===== config.mk =====
export PLATFORM = sky130hd
export DESIGN_NAME = vram_bus_reader
export DESIGN_NICKNAME = d
export VERILOG_FILES = /design/src/rtl/vram_bus_reader.sv
export SDC_FILE = /design/constraint.sdc
export NUM_CORES = 1
export LEC_CHECK = 0
export ABC_AREA = 1
export BUFFER_PORTS_ARGS = -buffer_cell sky130_fd_sc_hd__buf_2
export CORE_MARGIN = 2
export CORE_UTILIZATION = 35
export DETAILED_ROUTE_END_ITERATION = 7
export HOLD_SLACK_MARGIN = 0.08
export PLACE_DENSITY = 0.56
export SYNTH_ARGS = -nofsm -noshare
export SYNTH_HDL_FRONTEND = slang
export SYNTH_SLANG_ARGS = --single-unit

===== constraint.sdc =====
create_clock -name pixclk -period 3.75 [get_ports pixclk]
set_input_delay 0.75 -clock pixclk [delete_from_list [all_inputs] [get_ports pixclk]]
set_output_delay 0.75 -clock pixclk [all_outputs]
set_load 0.05 [all_outputs]

===== src/rtl/vram_bus_reader.sv =====
// vram_bus_reader: shares the video RAM read port between display fetch and CPU read-back
`timescale 1ns/1ps
module vram_bus_reader #(
  parameter int          CELL_W = 16,
  parameter logic [15:0] BASE   = 16'hE000
) (
  input  logic                      pixclk,
  input  logic                      rst,
  input  logic [15:0]               ADD,
  input  logic                      RD,
  input  logic                      MREQ,
  input  logic [$clog2(CELL_W)-1:0] phase,
  input  logic [10:0]               vid_addr,
  output logic [10:0]               ram_addr,
  output logic                      ram_clk,
  input  logic [7:0]                vr_q,
  input  logic [7:0]                ar_q,
  output logic [7:0]                vid_chr,
  output logic [7:0]                vid_atr,
  output logic [7:0]                DOUT,
  output logic                      DOE,
  output logic                      READY
);
  localparam int          PW = $clog2(CELL_W);
  localparam logic [16:0] LO = {1'b0, BASE};
  localparam logic [16:0] HI = LO + 17'd4096;

  typedef enum logic [1:0] {IDLE, PEND, FETCH, DONE} state_t;

  state_t      state;
  logic [1:0]  rd_sync, mreq_sync;
  logic        rd_s, mreq_s, in_win, raw_req, req_s;
  logic [11:0] off;
  logic [10:0] cpu_addr, ram_addr_q;
  logic        sel, vid_slot, cpu_slot, vid_clk, cpu_clk;

  assign in_win   = ({1'b0, ADD} >= LO) && ({1'b0, ADD} < HI);
  assign off      = ADD[11:0] - BASE[11:0];
  assign raw_req  = !MREQ && !RD && in_win;
  assign rd_s     = rd_sync[1];
  assign mreq_s   = mreq_sync[1];
  assign req_s    = !rd_s && !mreq_s && in_win;
  assign vid_slot = phase <= PW'(5);
  assign cpu_slot = state == FETCH && phase >= PW'(8) && phase <= PW'(13);
  assign vid_clk  = phase == PW'(2) || phase == PW'(3);
  assign cpu_clk  = state == FETCH && (phase == PW'(10) || phase == PW'(11));
  assign ram_clk  = rst && (vid_clk || cpu_clk);
  // Wait is combinational so the CPU stalls in the same cycle it asserts the read.
  assign READY    = !rst || !raw_req || state == DONE;

  // Display slot wins phases 0-5, CPU slot phases 8-13 while fetching, otherwise the address is held.
  always_comb
    ram_addr = !rst ? 11'd0 : vid_slot ? vid_addr : cpu_slot ? cpu_addr : ram_addr_q;

  // Two-flop synchronizers for the asynchronous CPU strobes, plus the held RAM address.
  always_ff @(posedge pixclk or negedge rst)
    if (!rst) begin
      rd_sync    <= 2'b11;
      mreq_sync  <= 2'b11;
      ram_addr_q <= 11'd0;
    end else begin
      rd_sync    <= {rd_sync[0], RD};
      mreq_sync  <= {mreq_sync[0], MREQ};
      ram_addr_q <= ram_addr;
    end

  // Display bytes are captured at the end of phase 6, independent of CPU traffic.
  always_ff @(posedge pixclk or negedge rst)
    if (!rst) begin
      vid_chr <= 8'h00;
      vid_atr <= 8'h00;
    end else if (phase == PW'(6)) begin
      vid_chr <= vr_q;
      vid_atr <= ar_q;
    end

  // CPU read sequencer: latch request, wait for the CPU slot, deliver the byte, hold until RD rises.
  always_ff @(posedge pixclk or negedge rst)
    if (!rst) begin
      state    <= IDLE;
      cpu_addr <= 11'd0;
      sel      <= 1'b0;
      DOUT     <= 8'h00;
      DOE      <= 1'b0;
    end else
      case (state)
        IDLE:
          if (req_s) begin
            cpu_addr <= off[10:0];
            sel      <= off[11];
            state    <= PEND;
          end
        PEND:
          if (rd_s || mreq_s) state <= IDLE;
          else if (phase == PW'(8)) state <= FETCH;
        FETCH:
          if (rd_s || mreq_s) state <= IDLE;
          else if (phase == PW'(14)) begin
            DOUT  <= sel ? vr_q : ar_q;
            DOE   <= 1'b1;
            state <= DONE;
          end
        DONE:
          if (rd_s) begin
            DOE   <= 1'b0;
            state <= IDLE;
          end
        default: state <= IDLE;
      endcase
endmodule

==> results, run 1 <==
- The run finished with clean final reports.
- Hold timing on the final database bottoms out at a slack of 334 ps.
- The sum of negative setup slack is 0 ps.
- The first routing iteration left 65 violations.
- The total power divided by cell area is 546 nW/um^2.
- The worst setup path is launched from an input port.
- The layout-stage area growth over the synthesis result is 23.9%.
- Synthesis instantiated 23 different standard cells from the library.
- Across every metal layer, demand over resource in global routing totals 15.0%.
- The die covers 7950 sq um.
- The antenna diode count is 0.
- The number of buffers added for setup after CTS is 0.
- The flip-flop cell with the highest count after synthesis is sky130_fd_sc_hd__dfrtp_1.
- The number of enable-type register cells in the synthesized netlist is 0.
- The boundary pin count is 89.
- Dividing the detail-routed via count by the number of cells gives 4.38.
- After layout, the minimum clock period comes to 3140 ps.
- The leakage power is 1.84 nW.
- The sum of routed wire length over all layers is 5890 microns.
- The biggest fanout along the worst timing path is 12.
- TritonCTS created 5 clock buffers.
- The library cell used as clock root buffer is sky130_fd_sc_hd__clkbuf_8.
- The clock passes through at most 2 buffers.
- After detailed routing, the number of remaining DRC violations is 0.
- The synthesized design contains 54 register bits.
- The library cell used most frequently in the layout, excluding fill and tap cells, is sky130_fd_sc_hd__buf_2.
- The highest achievable clock rate is 319 MHz.
- The pin count of the biggest net entering global routing is 40.
- Global routing finished with a remaining overflow of 0.
- STA classifies the critical path endpoint as an output port.
- Of the cells placed in the final design, the portion with a size suffix greater than 1 is 30.1%.
- The TritonCTS clock tree is yes.
- The routed length per instance is 11.9 microns.
- The critical path is of the in -> out type.
- Summing internal, switching and leakage power gives 1.72 mW.
- The final period utilization is 83.6%.
- The number of hold violations in the final report is 0.
- Setup violations remaining at the end of the flow were counted as 0.
- The number of maximum-capacitance violations is 0.
- The initial antenna violation count is 0.
- Dividing the synthesized area by the synthesized cell count gives 8.16 sq um.
- In this run, post-CTS hold repair placed 0 buffers.
- At the pin with the least slew margin, the transition time is 1020 ps.
- The number of port buffers is 88.
- The first global-routing pass estimated 9300 microns of wire.
- The core region is 7140 sq um.
- The number of nets with antenna violations after routing is 0.
- The total number of placement rows is 31.
- Clock-pin slew was measured on the worst setup and hold paths at 110 ps.
- The worst-case vdd ir drop is 0.177 mV.
- When the netlist entered floorplanning its net count stood at 362.
- For this block, the via count after detailed routing is 2163.
- The number of sinks handled by clock tree synthesis is 54.
- The number of gates resized after cts is 0.
- The number of placed instances with taps included is 486.
- The worst-case clock skew is 11.7 ps.
- The floorplan step set the die height to 89.2 microns.
- For this configuration, the core starts out at a cell density of 35.6%.
- Data on the critical path is required at its endpoint by 3000 ps.
- Excluding fillers, the count of instances in the completed layout stands at 494.
- The weighted congestion reported at the end of routability-driven placement is 0.867.
- The post-synthesis instance area is 2540 sq um.
- The final standard cell area without fillers is 3140 sq um.
- Yosys printed 0 warnings.
- The number of global-route vias before repair was 1925.
- Counting every instance in the synthesized netlist gives 311.
- Measured against its own limit, the worst slew margin works out to 31.5%.
- CTS built an H-tree with a depth of 2.
- In the layout the commonest cells are sky130_fd_sc_hd__buf_2 (88), sky130_fd_sc_hd__nand2_1 (83), sky130_fd_sc_hd__inv_1 (52).
- The worst hold path belongs to the class in -> async.
- The proportion of synthesized flip-flops having asynchronous set or reset is 100%.
- The placed wire-length estimate after detailed placement is 4420 microns.
- The clock network latency to the later pin of the worst-skew pair is 300 ps.
- The final layout net count is 445.
- The data arrival time of the worst path is 2390 ps.
- The post-place instance area is 3050 sq um.
- The floorplan step set the die width to 89.2 microns.
- Setup repair after global routing left no endpoint under its margin.
- After synthesis, flip-flops and latches occupy 53.4% of the total area.
- The final number of max-transition violations is 0.
- The first detailed-routing pass ran for 4 iterations.
## report_power, final
group	total, mW	leakage (nW)	internal [mW]	switching (mW)
combinational	0.598	1.10	0.165	0.433
sequential	0.786	0.696	0.700	0.0852
clock	0.334	0.0447	0.135	0.198
## per-stage QoR
step / setup slack [ps] / util (%)
6_report: 614 / 44.1
3_5_place_dp: 623 / 42.7
2_1_floorplan: 1340 / -
5_1_grt: 413 / 44.1
3_3_place_gp: 662 / 42.7
4_1_cts: 622 / 44.1
## kinds of logic after synthesis
family                 after synthesis  synth area share (%)
AO/OA/AOI/OAI                       84                  19.2
flip-flops                          54                  53.4
AND/OR/NAND/NOR                    104                  16.6
buffers and inverters               69                  10.8
## synthesized netlist by cell type (all sizes together) (2+ instances only)
master	number	area [sq um]
a21oi	2	10.0
buf	5	33.8
clkbuf	9	33.8
dfrtp	50	1250
dfstp	4	105
inv	55	206
nand2	85	324
nand3	6	30.0
nor2	10	47.6
nor3	3	20.0
o21ai	68	370
o21bai	12	90.1
## metal layers
layer,global-route usage (%),routed length [microns]
met4,3.66,40
met5,0,0
met1,22.4,2910
met2,22.1,2610
met3,3.42,329
## worst paths after layout
kind / from / end / slack (ps) / cells after the start
worst min register to register: rd_sync[0] / rd_sync[1] / 360 / 0
max in group asynchronous: rst / mreq_sync[0] / 2580 / 2
worst max register to register: state[0] / cpu_addr[10] / 1960 / 3
worst min-delay path: rst / ram_addr_q[6] / 330 / 1
min in group pixclk: rd_sync[0] / rd_sync[1] / 360 / 0
worst max-delay path: phase[2] / ram_addr[1] / 610 / 9
## critical path, stage by stage
cell                       delay (ps)
sky130_fd_sc_hd__buf_2            130
sky130_fd_sc_hd__nand2_1           80
sky130_fd_sc_hd__nand2_1          230
sky130_fd_sc_hd__nor2_1           540
sky130_fd_sc_hd__nand2_1          130
sky130_fd_sc_hd__nand2_1          100
sky130_fd_sc_hd__o21bai_1          60
sky130_fd_sc_hd__inv_1            100
sky130_fd_sc_hd__buf_2            270
## final cells by class
type	instances	area, sq um
clock buffers	5	68.8
repair buffers	90	455
fillers	794	3990
inverters	55	206
flip-flops and latches	54	1360
well taps	99	124
multi-input cells	188	908
clock inverters	3	25.0
## flip-flops by register name (all words and copies together) (netlist names)
name,cells
mreq_sync,2
state,2
cpu_addr,11
DOUT,8
DOE,1
sel,1
vid_atr,8
rd_sync,2
ram_addr_q,11
vid_chr,8
(Power assumes the default switching activity.)
==> run 2, diff against run 1 <==
==> constraint.sdc (replaced) <==
create_clock -name pixclk -period 3 [get_ports pixclk]
set_input_delay 0.6 -clock pixclk [delete_from_list [all_inputs] [get_ports pixclk]]
set_output_delay 0.6 -clock pixclk [all_outputs]
set_load 0.05 [all_outputs]
==> run 2 against run 1 <==
Largest cell class unchanged; critical path depth increased by 1; clock power grew 27%; critical endpoint unchanged; total power up 26%; critical path type unchanged.
==> results, run 2 (same netlist as run 1, synthesis figures left out) <==
- The actual slew at the worst max-slew pin is 484 ps (-540 ps).
- The library cells used most frequently in the layout, excluding fill and tap cells, are sky130_fd_sc_hd__buf_2 (88), sky130_fd_sc_hd__nand2_1 (83), sky130_fd_sc_hd__inv_1 (52).
- The initial antenna violation count came to 0 (unchanged).
- The number of iterations in the first detailed-routing pass is 4 (unchanged).
- The endpoint identified for the worst register-to-register timing path is ram_addr_q[1].
- The deepest level of the CTS H-tree is 2 (unchanged).
- The final critical path time including I/O delays and setup is 2510 ps.
- The reported net switching power is 0.901 mW (+26%).
- The library cell appearing most often on the critical path is sky130_fd_sc_hd__nand2_1.
- The remaining max-slew budget at the tightest pin is 67.7% (+36 points).
- The delay of the slowest critical-path stage is 260 ps (-280 ps).
- The required time reported for the critical path endpoint was 2400 ps (-600 ps).
- The number of global-route vias before repair is 1999 (+3.8%).
- The number of maximum-capacitance violations is 0 (unchanged).
- Tracing the worst setup path back leads to its startpoint at phase[2].
- The number of cells on the worst reg-to-reg path is 7 (+4).
- The sum of routed wire length over all layers is 5860 microns (-0.56%).
- The total routing resource utilization after global routing was 14.9% (-0.060 points).
- The biggest fanout along the worst timing path is 12 (unchanged).
- The sum of negative setup slack is 0 ps (unchanged).
- The worst-case vdd ir drop is 0.296 mV (+67%).
- The worst-case clock skew is 14.4 ps (+2.70 ps).
- The clock-pin slew reported for the worst setup and hold paths after clock tree synthesis is 100 ps (about the same).
- The detailed-route vias per instance is 4.45 (+1.7%).
- The number of gates resized after cts was 0 (unchanged).
- The layout-stage area growth over the synthesis result is 25.2%.
- The share of total power consumed by net switching is 41.7% (about the same).
- The critical path is of the in -> out type.
- The share of layout cells above drive strength 1 is 30.8% (+0.70 points).
- The worst register-to-register path begins at state[1].
- The total congestion overflow after global routing was 0 (unchanged).
- For this design, the slowest cell found on the critical path is sky130_fd_sc_hd__buf_2.
- The antenna diode count was 0 (unchanged).
- The count of endpoints failing setup in the final report is 0 (unchanged).
- The setup slack of the worst register-to-register path was 1590 ps (-370 ps).
- The most common cell after layout, fill and taps aside is sky130_fd_sc_hd__buf_2.
- The class of the worst hold path is in -> async.
- The library cell used as clock root buffer is sky130_fd_sc_hd__clkbuf_8.
- The flow ran to the end, and the final reports show no timing, DRC or antenna violations.
- The number of placed instances with taps included is 490 (+0.82%).
- The weighted congestion reported at the end of routability-driven placement is 0.845 (-2.6%).
- The largest registers in the layout are cpu_addr (11), ram_addr_q (11).
- The total die area is 7950 sq um (unchanged).
- The leakage power came to 1.86 nW (+1.3%).
- The number of DRC violations after detailed routing is 0 (unchanged).
- Setup repair after global routing left no endpoint under its margin.
- The die height came to 89.2 microns (unchanged).
- The pin count of the biggest net entering global routing is 33 (-18%).
- The highest achievable clock rate is 399 MHz.
- The number of buffers inserted by hold repair at cts is 0 (unchanged).
- The number of non-filler instances in the completed layout was 498 (+0.81%).
- The portion of total power attributed to the clock network is 19.7% (+0.3 points).
- The number of hold violations in the final report is 0 (unchanged).
- Following the worst setup path forward leads to its endpoint at ram_addr[1].
- The final number of max-transition violations is 0 (unchanged).
- The number of nets with antenna violations after routing was 0 (unchanged).
- TritonCTS built the clock tree.
- The worst setup path is captured at an output port.
- The number of buffers added for setup after CTS is 0 (unchanged).
- The violation count after the first detailed-route iteration is 88 (+35%).
- The total number of placement rows was 31 (unchanged).
- The placed wire-length estimate after detailed placement is 4500 microns (+1.7%).
- The combinational share of power is 34.6% (-0.2 points).
- The final layout net count came to 449 (+0.90%).
- The total internal power came to 1.26 mW (+26%).
- The vias after detailed routing is 2217 (+2.5%).
- The area of the placeable core was 7140 sq um (unchanged).
- The boundary pin count is 89 (unchanged).
- The post-place instance area is 3080 sq um (+0.98%).
- The total power divided by cell area is 680 nW/um^2 (+25%).
- The die outline width is 89.2 microns (unchanged).
- The sequential group share of total power is 45.8% (about the same).
- The number of port buffers is 88 (unchanged).
- The routed length per instance is 11.8 microns (-1.4%).
- The effective utilization at floorplan came to 35.6% (unchanged).
- The sort of element at the start of the critical path is an input port.
- The data arrival time of the worst path is 1910 ps (-480 ps).
- Traced cell by cell, the critical path runs through buf_2 > nand2_1 > nand2_1 > nor2_1 > buf_4 > nand2_1 > nand2_1 > o21bai_1 > inv_1 > buf_2.
- The final period utilization is 83.6%.
- The number of buffers inserted during clock tree synthesis is 5 (unchanged).
- The number of sinks handled by clock tree synthesis is 54 (unchanged).
- The wire length of the first global-routing pass is 9280 microns (-0.23%).
- The clock network latency to the later pin of the worst-skew pair is 310 ps (about the same).
- The final standard cell area without fillers was 3180 sq um (+1.1%).
- The buffer depth of the longest clock path came to 2 (unchanged).
==> run 2: changes by cell type in the layout (fill, tap and decap cells not counted), sizes merged <==
cell	before	now
clkinv	1	2
clkinvlp	1	0
buf	90	94
==> run 2: power groups by stage <==
| stage | clock network [mW] | registers (mW) | logic, mW |
|---|---|---|---|
| 4_1_cts | 0.448 | 0.989 | 0.757 |
| 2_1_floorplan | 0 | 1.19 | 0.349 |
| 5_1_grt | 0.476 | 1.01 | 0.821 |
| 3_3_place_gp | 0 | 1.00 | 0.749 |
| 6_report | 0.425 | 0.989 | 0.747 |
| 3_5_place_dp | 0 | 1.00 | 0.755 |
==> run 2: worst min path at each step <==
stage	startpoint	end	slack, ps
global route	rst	ram_addr_q[1]	180
floorplan	rst	DOE	300
CTS	rst	ram_addr_q[1]	170
global placement	rd_sync[0]	rd_sync[1]	350
finish	rst	ram_addr_q[1]	180
detailed placement	rd_sync[0]	rd_sync[1]	350
==> run 2: layout make-up <==
type | count | area (sq um)
Clock inverter | 3 | 28.8
Multi-Input combinational cell | 188 | 908
Tap cell | 99 | 124
Timing Repair Buffer | 94 | 485
Clock buffer | 5 | 68.8
Sequential cell | 54 | 1360
Fill cell | 762 | 3960
Inverter | 55 | 206
==> run 2: routing by layer <==
layer	routed length [microns]	global-route usage (%)
met5	0	0
met4	44	3.53
met3	329	3.23
met2	2690	22.6
met1	2790	21.8
==> run 2: worst max-delay path: cells and delay by family <==
kind                   cells  cell delay (ps)
buffers and inverters      4              650
and+or+nand+nor            5              600
AOI/OAI and AO/OA          1               60
==> run 2: stage by stage <==
| stage | power (mW) | hold WS (ps) | setup WS [ps] | utilization (%) |
|---|---|---|---|---|
| floorplan | 1.54 | 304 | 888 | - |
| global placement | 1.75 | 346 | 536 | 43.2 |
| detailed placement | 1.76 | 347 | 511 | 43.2 |
| CTS | 2.19 | 169 | 487 | 44.5 |
| global route | 2.31 | 180 | 304 | 44.5 |
| finish | 2.16 | 176 | 491 | 44.5 |
==> run 3, diff against run 2 <==
==> constraint.sdc (replaced) <==
create_clock -name pixclk -period 2.5 [get_ports pixclk]
set_input_delay 0.5 -clock pixclk [delete_from_list [all_inputs] [get_ports pixclk]]
set_output_delay 0.5 -clock pixclk [all_outputs]
set_load 0.05 [all_outputs]
==> run 3 against run 2 <==
First-iteration DRC count increased by 1.1%; setup slack worse by 320 ps; sequential share of layout area shrank 0.34 points; global-route usage grew 1.0 points; clock power rose by 22%; largest cell class unchanged; largest power group unchanged; non-clock buffer count up 2; final cell count is 0.40% higher; design area is 0.91% higher.
==> results, run 3 (same netlist as run 1, synthesis figures left out) <==
- The flow ran to the end, and the final reports show no timing, DRC or antenna violations.
- The largest registers in the layout are cpu_addr (11), ram_addr_q (11).
- The number of non-filler instances in the completed layout is 500 (+0.40%).
- The total number of placement rows is 31 (unchanged).
- The worst-case vdd ir drop is 0.380 mV (+29%).
- The number of hold violations in the final report is 0 (unchanged).
- The antenna diode count came to 0 (unchanged).
- The worst setup path is captured at an output port.
- The number of buffers inserted during clock tree synthesis is 5 (unchanged).
- The final period utilization is 93.0%.
- The share of layout cells above drive strength 1 is 31.2% (+0.35 points).
- The share of the core filled with cells is 44.9% (+0.40 points).
- The post-place instance area was 3090 sq um (+0.24%).
- The effective utilization at floorplan is 35.6% (unchanged).
- The biggest fanout along the worst timing path is 15 (+3).
- The final standard cell area without fillers came to 3210 sq um (+0.91%).
- The actual slew at the worst max-slew pin was 529 ps (+44.5 ps).
- The layout-stage area growth over the synthesis result is 26.3%.
- The total die area is 7950 sq um (unchanged).
- The pin count of the biggest net entering global routing came to 44 (+33%).
- The worst-case clock skew came to 16.2 ps (+1.71 ps).
- STA classifies the critical path startpoint as a register.
- The tree is rooted in a sky130_fd_sc_hd__clkbuf_8.
- The class of the worst hold path is in -> async.
- The clock network latency to the later pin of the worst-skew pair is 310 ps (about the same).
- The number of maximum-capacitance violations came to 0 (unchanged).
- The count of endpoints failing setup in the final report was 0 (unchanged).
- The placed wire-length estimate after detailed placement was 4480 microns (-0.35%).
- The routed length per instance came to 11.9 microns (+1.1%).
- The final number of max-transition violations is 0 (unchanged).
- The number of fill cells is 794 (+4.2%).
- The worst hold slack after final layout is 236 ps (+60.6 ps).
- The total routing resource utilization after global routing is 15.9% (+1.0 points).
- The required time reported for the critical path endpoint came to 2000 ps (-400 ps).
- The weighted congestion reported at the end of routability-driven placement is 0.813 (-3.9%).
- The number of global-route vias before repair is 2130 (+6.6%).
- The number of nets with antenna violations after routing came to 0 (unchanged).
- The total power divided by cell area was 815 nW/um^2 (+20%).
- The remaining max-slew budget at the tightest pin is 64.8% (-3.0 points).
- The vias after detailed routing is 2205 (-0.54%).
- The sum of routed wire length over all layers came to 5950 microns (+1.5%).
- The die height is 89.2 microns (unchanged).
- The number of iterations in the first detailed-routing pass was 4 (unchanged).
- The final layout net count came to 451 (+0.45%).
- Static timing analysis puts the maximum clock frequency at 430 MHz.
- The data arrival time of the worst path is 1830 ps (-80 ps).
- The die outline width came to 89.2 microns (unchanged).
- The number of sinks handled by clock tree synthesis is 54 (unchanged).
- The violation count after the first detailed-route iteration is 89 (+1.1%).
- The smallest clock period supported by the final layout is computed as 2330 ps.
- The initial antenna violation count is 0 (unchanged).
- The critical path is of the reg -> out type.
- The boundary pin count is 89 (unchanged).
- The number of DRC violations after detailed routing is 0 (unchanged).
- TritonCTS built the clock tree.
- The total congestion overflow after global routing is 0 (unchanged).
- The buffer depth of the longest clock path came to 2 (unchanged).
- The detailed-route vias per instance was 4.41 (-0.94%).
- The number of port buffers is 88 (unchanged).
- The most common cell after layout, fill and taps aside is sky130_fd_sc_hd__buf_2.
- The wire length of the first global-routing pass is 9940 microns (+7.1%).
- The area of the placeable core came to 7140 sq um (unchanged).
- The deepest level of the CTS H-tree is 2 (unchanged).
- The leakage power is 1.87 nW (+0.65%).
- The final worst-path setup slack is 175 ps (-316 ps).
- The clock-pin slew reported for the worst setup and hold paths after clock tree synthesis is 110 ps (about the same).
- The placement-stage worst setup slack is 218 ps (-292 ps).
- In the layout the commonest cells are sky130_fd_sc_hd__buf_2 (86), sky130_fd_sc_hd__nand2_1 (83), sky130_fd_sc_hd__inv_1 (52).
- The number of placed instances with taps included was 491 (+0.20%).
run 3: changes by cell type in the layout (fill, tap and decap cells not counted), sizes merged:
| cell | before | now |
|---|---|---|
| clkbuf | 5 | 7 |
| dlygate4sd3 | 0 | 1 |
| buf | 94 | 93 |
run 3: through the flow:
stage	total power, mW	TNS, ps
after floorplan	1.85	0
after global placement	2.09	0
after detailed placement	2.11	0
after CTS	2.64	0
after global routing	2.80	-14.9
final	2.61	0
run 3: worst max-delay path, stage by stage, from the launching register on:
cell	delay, ps
sky130_fd_sc_hd__dfrtp_1	450
sky130_fd_sc_hd__inv_2	90
sky130_fd_sc_hd__nand2_4	120
sky130_fd_sc_hd__nor2_1	130
sky130_fd_sc_hd__buf_4	180
sky130_fd_sc_hd__nand2_1	90
sky130_fd_sc_hd__nand2_1	70
sky130_fd_sc_hd__o21bai_1	60
sky130_fd_sc_hd__inv_1	80
sky130_fd_sc_hd__buf_2	260
run 3: final timing paths:
path | startpoint | end | slack, ps | cells past startpoint
hold / removal | rst | ram_addr_q[1] | 240 | 2
setup reg to reg | rd_sync[1] | DOUT[2] | 1100 | 8
min in group pixclk | RD | rd_sync[0] | 300 | 1
hold reg to reg | rd_sync[0] | rd_sync[1] | 360 | 0
setup / recovery | state[0] | ram_addr[4] | 170 | 9
max in group asynchronous | rst | ram_addr_q[3] | 1610 | 2
run 3: layer usage:
layer | GRT usage, % | part of all wire (%)
met1 | 22.3 | 47
met2 | 24.9 | 45
met3 | 3.32 | 6.0
met4 | 4.88 | 2.0
met5 | 0 | 0
run 3: report_power, final:
part / switching (mW) / total, mW / internal [mW]
Sequential: 0.129 / 1.18 / 1.05
Combinational: 0.652 / 0.912 / 0.260
Clock: 0.312 / 0.520 / 0.209
run 3: cell type report:
cell class	count	area, sq um	share of cell area [%]
sequential	54	1360	42.3
clock buffer	5	68.8	2.15
timing repair buffer	96	508	15.8
multi-input combinational	188	913	28.5
inverter	55	206	6.44
tap	99	124	3.86
clock inverter	3	28.8	0.897
run 3: repair_timing:
item | in CTS | in global routing
endpoints found under the hold margin | 3 | 0
resized for setup | 0 | 4
endpoints found under the setup margin | 0 | 11
hold buffers | 1 | 0
buffers inserted | 0 | 0
